$ cat config.mk
export PLATFORM = sky130hd
export DESIGN_NAME = mmio_port_bank
export DESIGN_NICKNAME = d
export VERILOG_FILES = /design/src/rtl/mmio_pkg.sv /design/src/rtl/mmio_out_fifo.sv /design/src/rtl/mmio_port_bank.sv
export SDC_FILE = /design/constraint.sdc
export NUM_CORES = 1
export LEC_CHECK = 0
export ABC_CLOCK_PERIOD_IN_PS = 6100
export CAP_MARGIN = 10
export CORE_ASPECT_RATIO = 1.5
export CORE_MARGIN = 2
export CORE_UTILIZATION = 40
export CTS_CLUSTER_DIAMETER = 150
export DETAILED_ROUTE_END_ITERATION = 8
export DONT_BUFFER_PORTS = 1
export PLACE_DENSITY_LB_ADDON = 0.15
export SLEW_MARGIN = 10
export SYNTH_ARGS = -nofsm -noshare
export SYNTH_HDL_FRONTEND = slang
export SYNTH_HIERARCHICAL = 1
export SYNTH_SLANG_ARGS = --single-unit
$ cat constraint.sdc
create_clock -name clock -period 6.1 [get_ports clock]
set_clock_uncertainty 0.2 [all_clocks]
set_input_delay 1.83 -clock clock [delete_from_list [all_inputs] [get_ports clock]]
set_output_delay 1.83 -clock clock [all_outputs]
set_load 0.05 [all_outputs]
$ cat src/rtl/mmio_pkg.sv
// Shared constants and helpers for the memory-mapped I/O port bank.
package mmio_pkg;

  localparam logic [15:0] DEF_IO_BASE   = 16'h00FC;
  localparam logic [15:0] DEF_STAT_ADDR = 16'h00FB;

  // Status word layout: input-full flags at the bottom, output-full flags above them
  localparam int STAT_IN_LSB = 0;

  typedef enum logic [1:0] {
    ACC_MEM,
    ACC_CHAN,
    ACC_STAT
  } acc_kind_e;

  function automatic int stat_out_lsb(input int num_ch);
    return num_ch;
  endfunction

  function automatic int clog2(input int value);
    int r;
    r = 0;
    while ((1 << r) < value) r++;
    return r;
  endfunction

endpackage

$ cat src/rtl/mmio_out_fifo.sv
// Per-channel output FIFO: power-of-two depth, push dropped when full, flush has top priority.
module mmio_out_fifo
  import mmio_pkg::*;
#(
  parameter int DATA_W = 16,
  parameter int DEPTH  = 4
) (
  input  logic              clock,
  input  logic              reset,
  input  logic              push,
  input  logic [DATA_W-1:0] data,
  output logic              full,
  input  logic              pop,
  output logic [DATA_W-1:0] head,
  output logic              empty,
  input  logic              flush
);

  localparam int AW = clog2(DEPTH);

  logic [DATA_W-1:0] mem [DEPTH];
  logic [AW-1:0]     wr_ptr;
  logic [AW-1:0]     rd_ptr;
  logic [AW:0]       count;
  logic              push_en;
  logic              pop_en;

  assign full    = (count == (AW+1)'(DEPTH));
  assign empty   = (count == '0);
  assign push_en = push & ~full;
  assign pop_en  = pop & ~empty;
  // Head is forced to zero when empty so out_data reads zero through reset
  assign head    = empty ? '0 : mem[rd_ptr];

  always_ff @(posedge clock or negedge reset) begin
    if (!reset) begin
      wr_ptr <= '0;
      rd_ptr <= '0;
      count  <= '0;
    end else if (flush) begin
      wr_ptr <= '0;
      rd_ptr <= '0;
      count  <= '0;
    end else begin
      if (push_en) wr_ptr <= wr_ptr + AW'(1);
      if (pop_en)  rd_ptr <= rd_ptr + AW'(1);
      case ({push_en, pop_en})
        2'b10:   count <= count + (AW+1)'(1);
        2'b01:   count <= count - (AW+1)'(1);
        default: ;
      endcase
    end
  end

  always_ff @(posedge clock) begin
    if (push_en) mem[wr_ptr] <= data;
  end

endmodule

$ cat src/rtl/mmio_port_bank.sv
// Memory-mapped I/O bank: NUM_CH input holding registers, NUM_CH output FIFOs and a
// status/control word, sitting between the core's memory port and the data memory.
module mmio_port_bank
  import mmio_pkg::*;
#(
  parameter int                DATA_W    = 16,
  parameter int                ADDR_W    = 16,
  parameter int                NUM_CH    = 4,
  parameter int                OUT_DEPTH = 4,
  parameter logic [ADDR_W-1:0] IO_BASE   = ADDR_W'(DEF_IO_BASE),
  parameter logic [ADDR_W-1:0] STAT_ADDR = ADDR_W'(DEF_STAT_ADDR)
) (
  input  logic                     clock,
  input  logic                     reset,
  input  logic [ADDR_W-1:0]        addr,
  input  logic                     mem_write,
  input  logic                     mem_read,
  input  logic [DATA_W-1:0]        wr_data,
  input  logic [DATA_W-1:0]        mem_rdata,
  output logic                     mem_we_out,
  output logic [DATA_W-1:0]        rd_data,
  output logic                     stall,
  input  logic [NUM_CH*DATA_W-1:0] in_data,
  input  logic [NUM_CH-1:0]        in_valid,
  output logic [NUM_CH-1:0]        in_ready,
  output logic [NUM_CH*DATA_W-1:0] out_data,
  output logic [NUM_CH-1:0]        out_valid,
  input  logic [NUM_CH-1:0]        out_ready
);

  localparam int STAT_OUT_LSB = stat_out_lsb(NUM_CH);

  logic [NUM_CH-1:0] hit_ch;
  logic              hit_stat;
  logic              io_hit;
  logic [NUM_CH-1:0] in_full;
  logic [DATA_W-1:0] in_reg [NUM_CH];
  logic [NUM_CH-1:0] out_full;
  logic [NUM_CH-1:0] out_empty;
  logic [NUM_CH-1:0] fifo_push;
  logic [NUM_CH-1:0] fifo_flush;
  logic [DATA_W-1:0] chan_word;
  logic [DATA_W-1:0] stat_word;
  acc_kind_e         acc_kind;

  always_comb begin
    for (int k = 0; k < NUM_CH; k++) begin
      hit_ch[k] = (addr == IO_BASE + ADDR_W'(k));
    end
  end

  assign hit_stat   = (addr == STAT_ADDR);
  assign io_hit     = (|hit_ch) | hit_stat;
  assign mem_we_out = mem_write & ~io_hit;
  assign stall      = mem_write & (|(hit_ch & out_full));

  always_comb begin
    acc_kind  = ACC_MEM;
    chan_word = '0;
    for (int k = 0; k < NUM_CH; k++) begin
      if (hit_ch[k]) begin
        acc_kind = ACC_CHAN;
        if (in_full[k]) chan_word = in_reg[k];
      end
    end
    if (hit_stat) acc_kind = ACC_STAT;
  end

  always_comb begin
    stat_word = '0;
    stat_word[STAT_IN_LSB  +: NUM_CH] = in_full;
    stat_word[STAT_OUT_LSB +: NUM_CH] = out_full;
  end

  always_comb begin
    case (acc_kind)
      ACC_CHAN: rd_data = chan_word;
      ACC_STAT: rd_data = stat_word;
      default:  rd_data = mem_rdata;
    endcase
  end

  // Capture and pop never coincide: capture needs the register empty, pop needs it full
  always_ff @(posedge clock or negedge reset) begin
    if (!reset) begin
      in_full <= '0;
    end else begin
      for (int k = 0; k < NUM_CH; k++) begin
        if (in_valid[k] && !in_full[k]) begin
          in_full[k] <= 1'b1;
        end else if (mem_read && hit_ch[k] && in_full[k]) begin
          in_full[k] <= 1'b0;
        end
      end
    end
  end

  always_ff @(posedge clock) begin
    for (int k = 0; k < NUM_CH; k++) begin
      if (in_valid[k] && !in_full[k]) in_reg[k] <= in_data[k*DATA_W +: DATA_W];
    end
  end

  assign in_ready   = ~in_full & {NUM_CH{reset}};
  assign fifo_push  = {NUM_CH{mem_write}} & hit_ch;
  assign fifo_flush = {NUM_CH{mem_write & hit_stat}} & wr_data[NUM_CH-1:0];
  assign out_valid  = ~out_empty;

  for (genvar g = 0; g < NUM_CH; g++) begin : g_out
    mmio_out_fifo #(
      .DATA_W(DATA_W),
      .DEPTH (OUT_DEPTH)
    ) u_fifo (
      .clock(clock),
      .reset(reset),
      .push (fifo_push[g]),
      .data (wr_data),
      .full (out_full[g]),
      .pop  (out_ready[g]),
      .head (out_data[g*DATA_W +: DATA_W]),
      .empty(out_empty[g]),
      .flush(fifo_flush[g])
    );
  end

endmodule
==> results.ini <==
[setup_path]
arrival_ns=3.79
worst_setup_path_start_kind=primary input
criticalPathCategory=primary input to output pin
required_ns=4.07
end_kind=output pin
crit_fanout=5

[clock_tree]
root_buffer=clkbuf_16
ctsLongestPathBuffers=3
postCtsSetupBuffers=0
cts_tree=built
cts_resized=0
worstSkewPairLatency_ns=0.52
cts.hold.buffers_added=0
htreeDepth=2
cts_buffers=35
path_clk_slew_ns=0.06
clkSinkCount=352

[routing]
ant_nets=0
drc=0
wl_um=33300
vias=7871
dr.first_iter.drc_count=463
viasPerCell=5.39
drt_first_pass_iters=4
avgRoutedWirePerCell_um=22.8

[sta]
worst_pin_slew_ns=1.11
fmax_mhz=172
hold_viol=0
setup_viol=0
slew_viol_final=0
fin_crit_sh_pct=95.4
finalSetupTns_ns=0
min_period_ns=5.82
rsz0062_at_grt=no
relSlewSlack_pct=25.5

[synthesis]
seq_area_frac_synth_pct=67.6
ys_types=66
synth_fp_nets=1042
synth_async_sr_flop_share_pct=9.09
netlist_instances=898
postSynthAreaPerCell_um2=17.2
synth_top_area_share_pct=62.4
synth_top_cell_by_area=edfxtp_1
ys_ff_latch=352
synth_flop_cell=edfxtp_1
netlist_top_cells_area=edfxtp_1, mux4_1, dfrtp_1
ys_warn_count=6
syn_area_mm2=0.0154
synth_edf_count=320

[status]
status=completed

[global_route]
grt_pass1_wl_um=50200
grt_max_degree=37
grt_use_total_pct=16.7
grt_pass1_vias=8202
grt_overflow=0
antenna_found_initial=0

[placement]
dpl.hpwl_um=22100
io_buffers=0
routabilityCongestion=0.825
place_area_mm2=0.0162

[cells_and_area]
finalCoreUtilization_pct=45.1
drive_above_1_share_pct=19.2
syn2layout_area_growth_pct=11.9
largest_register_ff_count=256
n_antenna_cell=0
nets=1084
final_area_mm2=0.0172

[floorplan]
fp.dieW_um=164
die-height_um=244
die_area_mm2=0.0401
core-area_mm2=0.0382
start_util_pct=40.3
rows=88
io_pins=214

[power]
ir_drop_v=0.000281
leakagePower_nw=5.84
power.density_mw_per_mm2=344

[worst_hold_path]
min_path_type=flip-flop to flip-flop

[run]
maxCapViolCount=0

## per-stage QoR
stage / power (mW) / std cells / worst slack (ns) / hold WS [ns]
detailed placement: 3.92 / 1398 / 0.289 / 0.381
global placement: 3.92 / 1398 / 0.278 / 0.370
global route: 6.15 / 1461 / 0.188 / 0.422
finish: 5.93 / 1461 / 0.281 / 0.385
CTS: 6.02 / 1461 / 0.273 / 0.395
floorplan: 3.82 / 898 / 0.138 / 0.338
## synthesized netlist by cell type, drive strengths merged (2+ instances only)
master,instances
nor2b,73
a221oi,2
edfxtp,320
nor3,9
nand3b,8
and2b,6
o311a,2
buf,35
o21ai,27
clkbuf,14
a221o,3
a22o,5
and2,17
o21bai,2
nand3,9
o221ai,3
fa,4
nor4,4
a22oi,12
nor2,37
xor2,8
inv,22
nor3b,3
o2111ai,8
mux4,65
mux2i,3
xnor2,6
a21boi,3
o22ai,3
o31ai,2
nand2,34
a211oi,5
o211ai,8
dfrtp,32
a31oi,8
or4,3
ha,16
and3,11
a21o,5
nand2b,11
and3b,2
or3,4
a21oi,39
## power by group
part	internal, mW	switching, mW	leakage [nW]	total, mW
sequential	2.66	0.181	3.28	2.84
combinational	0.460	0.552	2.03	1.01
clock	1.19	0.886	0.531	2.08
total	4.31	1.62	5.84	5.93
## critical path, stage by stage
cell     delay (ns)
or4_4          0.57
nor4_1         0.39
buf_4          0.20
nor3b_2        0.33
a22oi_1        0.14
o21ai_1        0.12
buf_4          0.21
## cell families after synthesis
logic type      after synthesis  share of synthesized area [%]
mux                          68                           10.5
fa+ha+maj                    20                           1.82
flops                       352                           67.6
xor+xnor                     14                          0.796
simple gates                234                           10.5
buf+inv                      71                           2.80
compound gates              139                           6.08
## area by class of cell
class / instances / area (um2)
timing repair buffer: 54 / 468
tap: 495 / 619
inverter: 22 / 82.6
fill: 3275 / 21000
sequential: 352 / 10400
clock inverter: 16 / 170
clock buffer: 47 / 921
multi-input combinational: 475 / 4570
## worst paths after layout
check	startpoint	end	slack, ns	depth (start not counted)
worst max-delay path	addr[9]	rd_data[5]	0.28	7
worst min-delay path	g_out[3].u_fifo/wr_ptr[1]	g_out[3].u_fifo/wr_ptr[1]	0.39	2
worst max register to register	g_out[3].u_fifo/count[0]	g_out[3].u_fifo/count[1]	3.57	8
worst min register to register	g_out[3].u_fifo/wr_ptr[1]	g_out[3].u_fifo/wr_ptr[1]	0.39	2
max in group asynchronous	reset	g_out[3].u_fifo/rd_ptr[1]	4.79	0
min in group asynchronous	reset	in_full[2]	0.80	0
## cells in the final DEF (no fill, tap or decap), types with 8 or more instances in the layout
cell type and n:
o2111ai_1 8, clkbuf_16 35, nand2b_1 11, ha_1 16, o21ai_0 20, nor2_1 36
xor2_1 8, edfxtp_1 320, nand3b_1 8, mux4_2 33, nor2b_4 32, a21oi_1 34
buf_4 49, inv_1 21, and2_1 16, a22oi_1 12, nand3_1 9, o211ai_1 8
clkbuf_1 12, and3_1 11, dfrtp_1 32, nand2_1 33, a31oi_1 8, nor2b_1 41
mux4_1 32
## per-layer routing
layer	up-vias	wire length, um	global-route usage (%)
met5	-	0	0
met4	0	897	5.42
met3	49	2120	4.05
met2	257	17800	30.5
met1	3963	12500	19.1
li1	3602	-	-
Note: power is estimated with default switching activity, not from simulation.
